==> src/rtl/pe_disp_pkg.sv <==
// Shared constants for the priority encoder hex display.
// Hex-to-segment table (gfedcba), blank pattern, clog2 helper.
package pe_disp_pkg;

  localparam logic [6:0] SEG_OFF = 7'h00;

  // Entry n holds the glyph for hex digit n.
  localparam logic [15:0][6:0] HEX_SEG = {
    7'h71, 7'h79, 7'h5E, 7'h39,
    7'h7C, 7'h77, 7'h6F, 7'h7F,
    7'h07, 7'h7D, 7'h6D, 7'h66,
    7'h4F, 7'h5B, 7'h06, 7'h3F
  };

  function automatic int clog2(input int v);
    int r;
    r = 0;
    for (int i = 0; i < 31; i++) begin
      if ((1 << i) < v) r = i + 1;
    end
    return r;
  endfunction

endpackage

==> src/rtl/prio_enc.sv <==
// Combinational priority encoder: highest set bit wins.
// Scans low to high so the last set bit seen is the result.
module prio_enc #(
  parameter int WIDTH = 32,
  parameter int IW    = 5
) (
  input  logic [WIDTH-1:0] i_data,
  output logic [IW-1:0]    o_idx,
  output logic             o_any
);

  always_comb begin
    o_idx = '0;
    o_any = 1'b0;
    for (int i = 0; i < WIDTH; i++) begin
      if (i_data[i]) begin
        o_idx = IW'(i);
        o_any = 1'b1;
      end
    end
  end

endmodule

==> src/rtl/priority_encoder_hex_display.sv <==
// Registered priority encoder with live/peak-hold result and a
// time-multiplexed hex 7-segment display.
module priority_encoder_hex_display
  import pe_disp_pkg::*;
#(
  parameter int  WIDTH          = 32,
  parameter int  SCAN_DIV       = 1024,
  parameter bit  SEG_ACTIVE_LOW = 1'b0,
  localparam int IW   = (clog2(WIDTH) > 1) ? clog2(WIDTH) : 1,
  localparam int NDIG = (IW + 3) / 4
) (
  input  logic             clk,
  input  logic             rst,
  input  logic [WIDTH-1:0] data,
  input  logic             mode,
  input  logic             hold,
  input  logic             clear,
  output logic [IW-1:0]    index,
  output logic             valid,
  output logic [6:0]       segments,
  output logic             dp,
  output logic [NDIG-1:0]  digit_en
);

  localparam int PW = (NDIG > 1) ? clog2(NDIG) : 1;
  localparam int XW = 4 * NDIG;
  localparam logic [15:0] SCAN_LAST = 16'(SCAN_DIV - 1);

  logic [WIDTH-1:0] r_data_q;
  logic [IW-1:0]    r_index;
  logic             r_valid;
  logic [15:0]      r_cnt;
  logic [PW-1:0]    r_ptr;
  logic [6:0]       r_seg;
  logic             r_dp;
  logic [NDIG-1:0]  r_dig;

  logic [IW-1:0]    w_enc_idx;
  logic             w_enc_any;
  logic [IW-1:0]    w_nxt_idx;
  logic             w_nxt_vld;
  logic [XW-1:0]    w_index_x;
  logic [3:0]       w_nib;
  logic [NDIG-1:0]  w_dig;
  logic             w_ptr_last;

  always_ff @(posedge clk or posedge rst) begin
    if (rst) r_data_q <= '0;
    else     r_data_q <= data;
  end

  prio_enc #(
    .WIDTH (WIDTH),
    .IW    (IW)
  ) u_enc (
    .i_data (r_data_q),
    .o_idx  (w_enc_idx),
    .o_any  (w_enc_any)
  );

  always_comb begin
    w_nxt_idx = r_index;
    w_nxt_vld = r_valid;
    if (clear) begin
      w_nxt_idx = '0;
      w_nxt_vld = 1'b0;
    end else if (hold) begin
      w_nxt_idx = r_index;
    end else if (!mode) begin
      w_nxt_idx = w_enc_any ? w_enc_idx : '0;
      w_nxt_vld = w_enc_any;
    end else if (w_enc_any &&
                 (!r_valid || w_enc_idx > r_index)) begin
      w_nxt_idx = w_enc_idx;
      w_nxt_vld = 1'b1;
    end
  end

  always_ff @(posedge clk or posedge rst) begin
    if (rst) begin
      r_index <= '0;
      r_valid <= 1'b0;
    end else begin
      r_index <= w_nxt_idx;
      r_valid <= w_nxt_vld;
    end
  end

  assign w_ptr_last = (r_ptr == PW'(NDIG - 1));

  always_ff @(posedge clk or posedge rst) begin
    if (rst) begin
      r_cnt <= '0;
      r_ptr <= '0;
    end else if (r_cnt == SCAN_LAST) begin
      r_cnt <= '0;
      r_ptr <= w_ptr_last ? '0 : r_ptr + PW'(1);
    end else begin
      r_cnt <= r_cnt + 16'd1;
    end
  end

  // Zero-pad the index so the top nibble shows unused bits as 0.
  assign w_index_x = XW'(r_index);

  always_comb begin
    w_nib = '0;
    w_dig = '0;
    for (int d = 0; d < NDIG; d++) begin
      if (r_ptr == PW'(d)) begin
        w_nib    = w_index_x[4*d +: 4];
        w_dig[d] = 1'b1;
      end
    end
  end

  always_ff @(posedge clk or posedge rst) begin
    if (rst) begin
      r_dig <= NDIG'(1);
      r_seg <= SEG_OFF;
      r_dp  <= 1'b1;
    end else begin
      r_dig <= w_dig;
      r_seg <= r_valid ? HEX_SEG[w_nib] : SEG_OFF;
      r_dp  <= !r_valid && (r_ptr == '0);
    end
  end

  assign index    = r_index;
  assign valid    = r_valid;
  assign segments = SEG_ACTIVE_LOW ? ~r_seg : r_seg;
  assign dp       = SEG_ACTIVE_LOW ? ~r_dp  : r_dp;
  assign digit_en = SEG_ACTIVE_LOW ? ~r_dig : r_dig;

endmodule

==> config.mk <==
export PLATFORM = sky130hd
export DESIGN_NAME = priority_encoder_hex_display
export DESIGN_NICKNAME = d
export VERILOG_FILES = /design/src/rtl/pe_disp_pkg.sv /design/src/rtl/prio_enc.sv /design/src/rtl/priority_encoder_hex_display.sv
export SDC_FILE = /design/constraint.sdc
export NUM_CORES = 1
export LEC_CHECK = 0
export CORE_MARGIN = 5
export CORE_UTILIZATION = 55
export CTS_CLUSTER_DIAMETER = 200
export DETAILED_ROUTE_END_ITERATION = 10
export DONT_BUFFER_PORTS = 1
export PLACE_DENSITY = 0.82
export SLEW_MARGIN = 20
export SYNTH_ARGS = -nofsm -noshare
export SYNTH_HDL_FRONTEND = slang
export SYNTH_SLANG_ARGS = --single-unit
==> constraint.sdc <==
create_clock -name clk -period 2.73 [get_ports clk]
set_input_delay 0.546 -clock clk [delete_from_list [all_inputs] [get_ports clk]]
set_output_delay 0.546 -clock clk [all_outputs]
set_load 0.01 [all_outputs]
# After elaboration in Yosys (flattened, before gate mapping)
# Memories as Yosys holds them, arrays and structs flattened.
# Index checks and enable logic that the tools add are counted.
[totals] output_inout_bits=16 mem_bits_ro=112 memories=1 reg_bits=65
[mem_list] name="(name not given)" depth=16 word_bits=7 rd=1 rd_clocked_by_memory_dff=0 wr=0 line="priority_encoder_hex_display.sv:124" rtl="r_seg <= r_valid ? HEX_SEG[w_nib] : SEG_OFF;"
[op_classes] order_cmp=2 eq_ne=3 bitwise_logic=1 add_sub_neg=2 mux=79 reduce_logical=5
[ops] operator="$mux W5" n=21
[ops] operator="$mux W1" n=40
[ops] operator="$mux W4" n=9
[ops] operator="$add A16 B1 Y16 const B" n=1
[ops] operator="$eq A16 B10 Y1 const B" n=1
[ops] operator="$mux W16" n=1
[ops] operator="$mux W7" n=2
[ops] operator="$mux W3" n=4
[ops] operator="$gt A5 B5 Y1" n=1
[ops] operator="$lt A4 B5 Y1 const B" n=1
[ops] operator="$mux W2" n=2
[ops] operator="$ne A3 B1 Y1 const B" n=1
[ops] operator="$logic_and A1 B1 Y1" n=2
[ops] operator="$ne A2 B1 Y1 const B" n=1
[ops] operator="$reduce_and A2 Y1" n=1
[ops] operator="$add A1 B1 Y1 const B" n=1
[ops] operator="$logic_not A1 Y1" n=1
[ops] operator="$logic_or A1 B1 Y1" n=1
[ops] operator="$not A1 Y1" n=1

# Longest topological paths before layout
[depth] depth_word=38 depth_mapped=11

# Hierarchy
# From an unflattened synthesis, not the netlist that was laid out.
[hier_totals] hier_cells=258 hier_area_um2=2894.0
[modules_own_cells] mod="priority_encoder_hex_display" n_inst=1 seq_area_each_um2=1629.1 area_per_inst_um2=2536.2 cells_each=196
[modules_own_cells] mod="prio_enc" n_inst=1 seq_area_each_um2=0.0 area_per_inst_um2=357.8 cells_each=62

# Worst setup path after synthesis
# Ideal clock, no wire load.
[synth_path] path_type="reg-to-reg" startpoint="register r_data_q[4]" endpoint="register r_index[3], in the netlist index[3]" path_slack_ns=-0.060 setup_time_ns=0.087 path_stages_with_launch=12 arrival_time_ns=2.703 path_buffers=0 required_ns=2.643 path_cell_list="dfrtp_1 > or4_4 > a31oi_1 > o21ai_0 > a21oi_1 > inv_1 > ha_1 > o21ai_0 > a21oi_1 > o31ai_4 > a2111o_2 > o211ai_1"
[synth_between] elab_chain_cells=33 elab_cells_between_ends=65
[synth_rtl] item="from (decl)" line="priority_encoder_hex_display.sv:29" rtl="logic [WIDTH-1:0] r_data_q;"
[synth_rtl] item="from (signal assigned)" line="priority_encoder_hex_display.sv:49" rtl="else r_data_q <= data;"
[synth_rtl] item="$mux W3 (4 in series)" line="prio_enc.sv:16" rtl="if (i_data[i]) begin"
[synth_rtl] item="$mux W4 (8 in series)" line="prio_enc.sv:16"
[synth_rtl] item="$mux W5 (16 in series)" line="prio_enc.sv:16"
[synth_rtl] item="$gt A5 B5 Y1" line="priority_encoder_hex_display.sv:73" rtl="(!r_valid || w_enc_idx > r_index)) begin"
[synth_rtl] item="$logic_or A1 B1 Y1" line="priority_encoder_hex_display.sv:73"
[synth_rtl] item="$logic_and A1 B1 Y1" line="priority_encoder_hex_display.sv:72" rtl="end else if (w_enc_any &&"
[synth_rtl] item="$ne A3 B1 Y1 (no line)"
[synth_rtl] item="$reduce_and A2 Y1 (no line)"
[synth_rtl] item="to (signal assigned)" line="priority_encoder_hex_display.sv:84" rtl="r_index <= w_nxt_idx;"
[synth_rtl] item="to (decl)" line="priority_encoder_hex_display.sv:30" rtl="logic [IW-1:0] r_index;"
# Several ways; a longest one is shown, not always the timed one. The select of a mux whose other input is x is not followed.
# A chain may end at the register's enable or synchronous reset.

# Worst setup path in the final report
[layout_path] startpoint="register r_data_q[4]" endpoint="register r_index[2], in the netlist index[2]"
# Same word-level chain as after synthesis.

==> impl_results.md <==
* Routed wire length at 6641 um
* Clock Tree Buf Depth at 2
* Clock Root Buffer: clkbuf_8
* Vias in the first global route at 2199
* Worst vdd ir at 412.1 uV
* DRC marker count from the first detailed-route iteration at 138
* FF+latch count, synth at 65
* Area Overhead vs Synth at 21.33%
* P per Cell Area at 619.5 mW/mm^2
* Violated checks: setup timing
* Hold crit path type: in -> async
* Routability Congestion at 0.8085
* Critical path required time at 2.99 ns
* DRC Markers at 0
* Post-synth EDFFs at 0
* Final slew viol count at 0
* Sequential cell area fraction in the yosys report at 54.45%
* Antenna Nets Post-Route at 0
* Ports at 53
* Vias at 2215
* RSZ-0062 raised after global routing: true
* Asr flop ratio synth at 100.0%
* Critical path buffers and inverters at 3
* Syn nets at 319
* Htree depth at 3
* Final Core Density at 69.74%
* Cell Area, Synth at 0.002992 mm^2
* Mapped Cells at 270
* Max Clock Skew at 0.005589 ns
* Startpoint Class: flop
* Global route overflow at 0
* Data arrival, critical path at 3.02 ns
* Final Worst Setup Slack at -0.03066 ns
* Max_slew headroom at 67.58%
* CP peak stage delay at 0.47 ns
* Crit path max fanout at 4
* WS Path Type: reg -> reg
* Top_reg_cell synth: dfrtp_1
* LEAKAGE at 1.614 nW
* Tmin final at 2.761 ns
* Drt wl/cell at 17.76 um
* Top delay family on crit path: compound AO/OA/AOI/OAI gates
* Tcrit/Tclk final at 101.1%
* Overall global routing resource usage at 18.79%
* CP max-delay cell: a2111o_2
* Mean post-synth cell area at 11.08 um^2
* Final Hold Fails at 0
* Max-capacitance violation count at 0
* Initial antenna violation count at 0
* Clock transition at path regs at 0.07 ns
* Worst Setup SP: r_data_q[4]
* Area leader, netlist: dfrtp_1
* Die H at 83.75 um
* Ys Warns at 0
* # port buffers at 0
* Core area at 0.005205 mm^2
* Run status: complete, but fails checks
* Top cell type's share of synthesized area at 52.70%
* Worst path cell trace: buf_4 > buf_4 > o311a_1 > o211ai_1 > a21boi_2 > inv_1 > ha_1 > nand2_1 > o22a_2 > o31ai_4 > a2111o_2 > o211ai_1
* # rows at 26
* Post-synth cell types at 51
* ANT cells at 0
* Die area at 0.007014 mm^2
* Highest-count cells in the layout ignoring fill and taps: dfrtp_1, nor2_1, buf_4
* Fmax at 0.3622 GHz
* Initial core utilization at 57.48%
* Vias per std cell at 5.922
* DIE WIDTH at 83.75 um
* Proportion of layout cells with a drive suffix above 1 at 26.64%
* First-pass GRT wire length at 10360 um
* DRT Pass-1 Iters at 5
* RR Startpoint: r_data_q[4]
* Total CTS buffers at 9
* Worst hold slack at 0.06766 ns
* Sink Count at 65
* Synth top area cells: dfrtp_1, ha_1, nor2_1
* CTS tree: built
* Largest net degree at the start of global routing at 27
* Placed wire-length estimate at 4493 um
* Category of the worst setup path capture point: flop
* Commonest non-fill, non-tap cell in the layout: dfrtp_1
* Nets at 348
* Final setup violation count at 4
* Worst-Margin Slew at 0.4862 ns
* Worst-skew pair later-pin latency at 0.34 ns
## synth_stat cells (all sizes together) (4+ instances only)
cell type and number:
a31oi 5, nand2 12, a21oi 7, inv 18, o2111ai 4, nand3 12, or4 5, xnor2 8
ha 12, o211ai 7, dfrtp 63, o21ai 10, nor2 33, nor4 7, and3 7, xor2 7
clkbuf 6, nand2b 4
## path summary, 6_finish.rpt
path / endpoint / slack [ns] / depth (start not counted)
worst min register to register: r_cnt[0] / 0.49 / 1
min in group clk: r_data_q[23] / 0.22 / 0
worst max-delay path: index[2] / -0.03 / 12
worst min-delay path: r_cnt[11] / 0.07 / 1
worst max register to register: index[2] / -0.03 / 12
max in group asynchronous: r_data_q[18] / 1.99 / 2
## per-stage QoR
step | cell area [um^2] | setup TNS (ns) | total power [W] | instances | worst slack (ns)
floorplan | 2992 | 0 | 0.001188 | 270 | 0.003928
global placement | 3162 | -0.2833 | 0.001230 | 351 | -0.06722
detailed placement | 3162 | -0.4473 | 0.001239 | 351 | -0.1132
CTS | 3475 | -0.3562 | 0.002238 | 373 | -0.1123
global route | 3630 | -0.5398 | 0.002348 | 374 | -0.1637
finish | 3630 | -0.08559 | 0.002249 | 374 | -0.03066
## metal layers
| layer | GRT usage [%] | vias to the layer above | share of wire, % |
|---|---|---|---|
| li1 | - | 1021 | - |
| met2 | 30.15 | 90 | 52 |
| met3 | 8.885 | 17 | 7.8 |
| met1 | 22.04 | 1087 | 38 |
| met4 | 6.725 | 0 | 2.3 |
| met5 | 0 | - | 0 |
## power breakdown
part           total [W]  internal (W)  switching [W]
combinational   0.000209     0.0000908       0.000118
sequential       0.00106       0.00101      0.0000500
clock           0.000984      0.000630       0.000354
total            0.00225       0.00173       0.000521
## state kept, by name (all words and copies together) (netlist names)
signal / cells
r_data_q: 32
r_cnt: 16
segments: 7
index: 5
digit_en: 2
dp: 1
r_ptr: 1
valid: 1
## what timing repair did
item | 4_1_cts | 5_1_grt
resized for setup | 9 | 25
hold buffers | 0 | 0
pin swaps | 10 | 16
buffers inserted | 6 | 1
endpoints found under the setup margin | 5 | 5
cloned | 0 | 0
## area by class of cell
class	count	area, um^2
Multi-Input combinational cell	180	1413
Clock buffer	11	141.4
Fill cell	330	1575
Inverter	18	67.56
Clock inverter	5	102.6
Sequential cell	65	1630
Tap cell	70	87.58
Timing Repair Buffer	25	187.7
## cell families (layout without fill, tap and decap cells)
family	after synthesis	after routing	synth area share, %
flip-flops	65	65	54.45
AND/OR/NAND/NOR	93	93	16.52
multiplexers	4	4	1.380
adder cells (fa/ha/maj)	12	12	5.019
AO/OA/AOI/OAI	56	56	14.22
buffers and inverters	25	59	4.015
XOR/XNOR	15	15	4.392
Power figures use the tool's default switching activity.
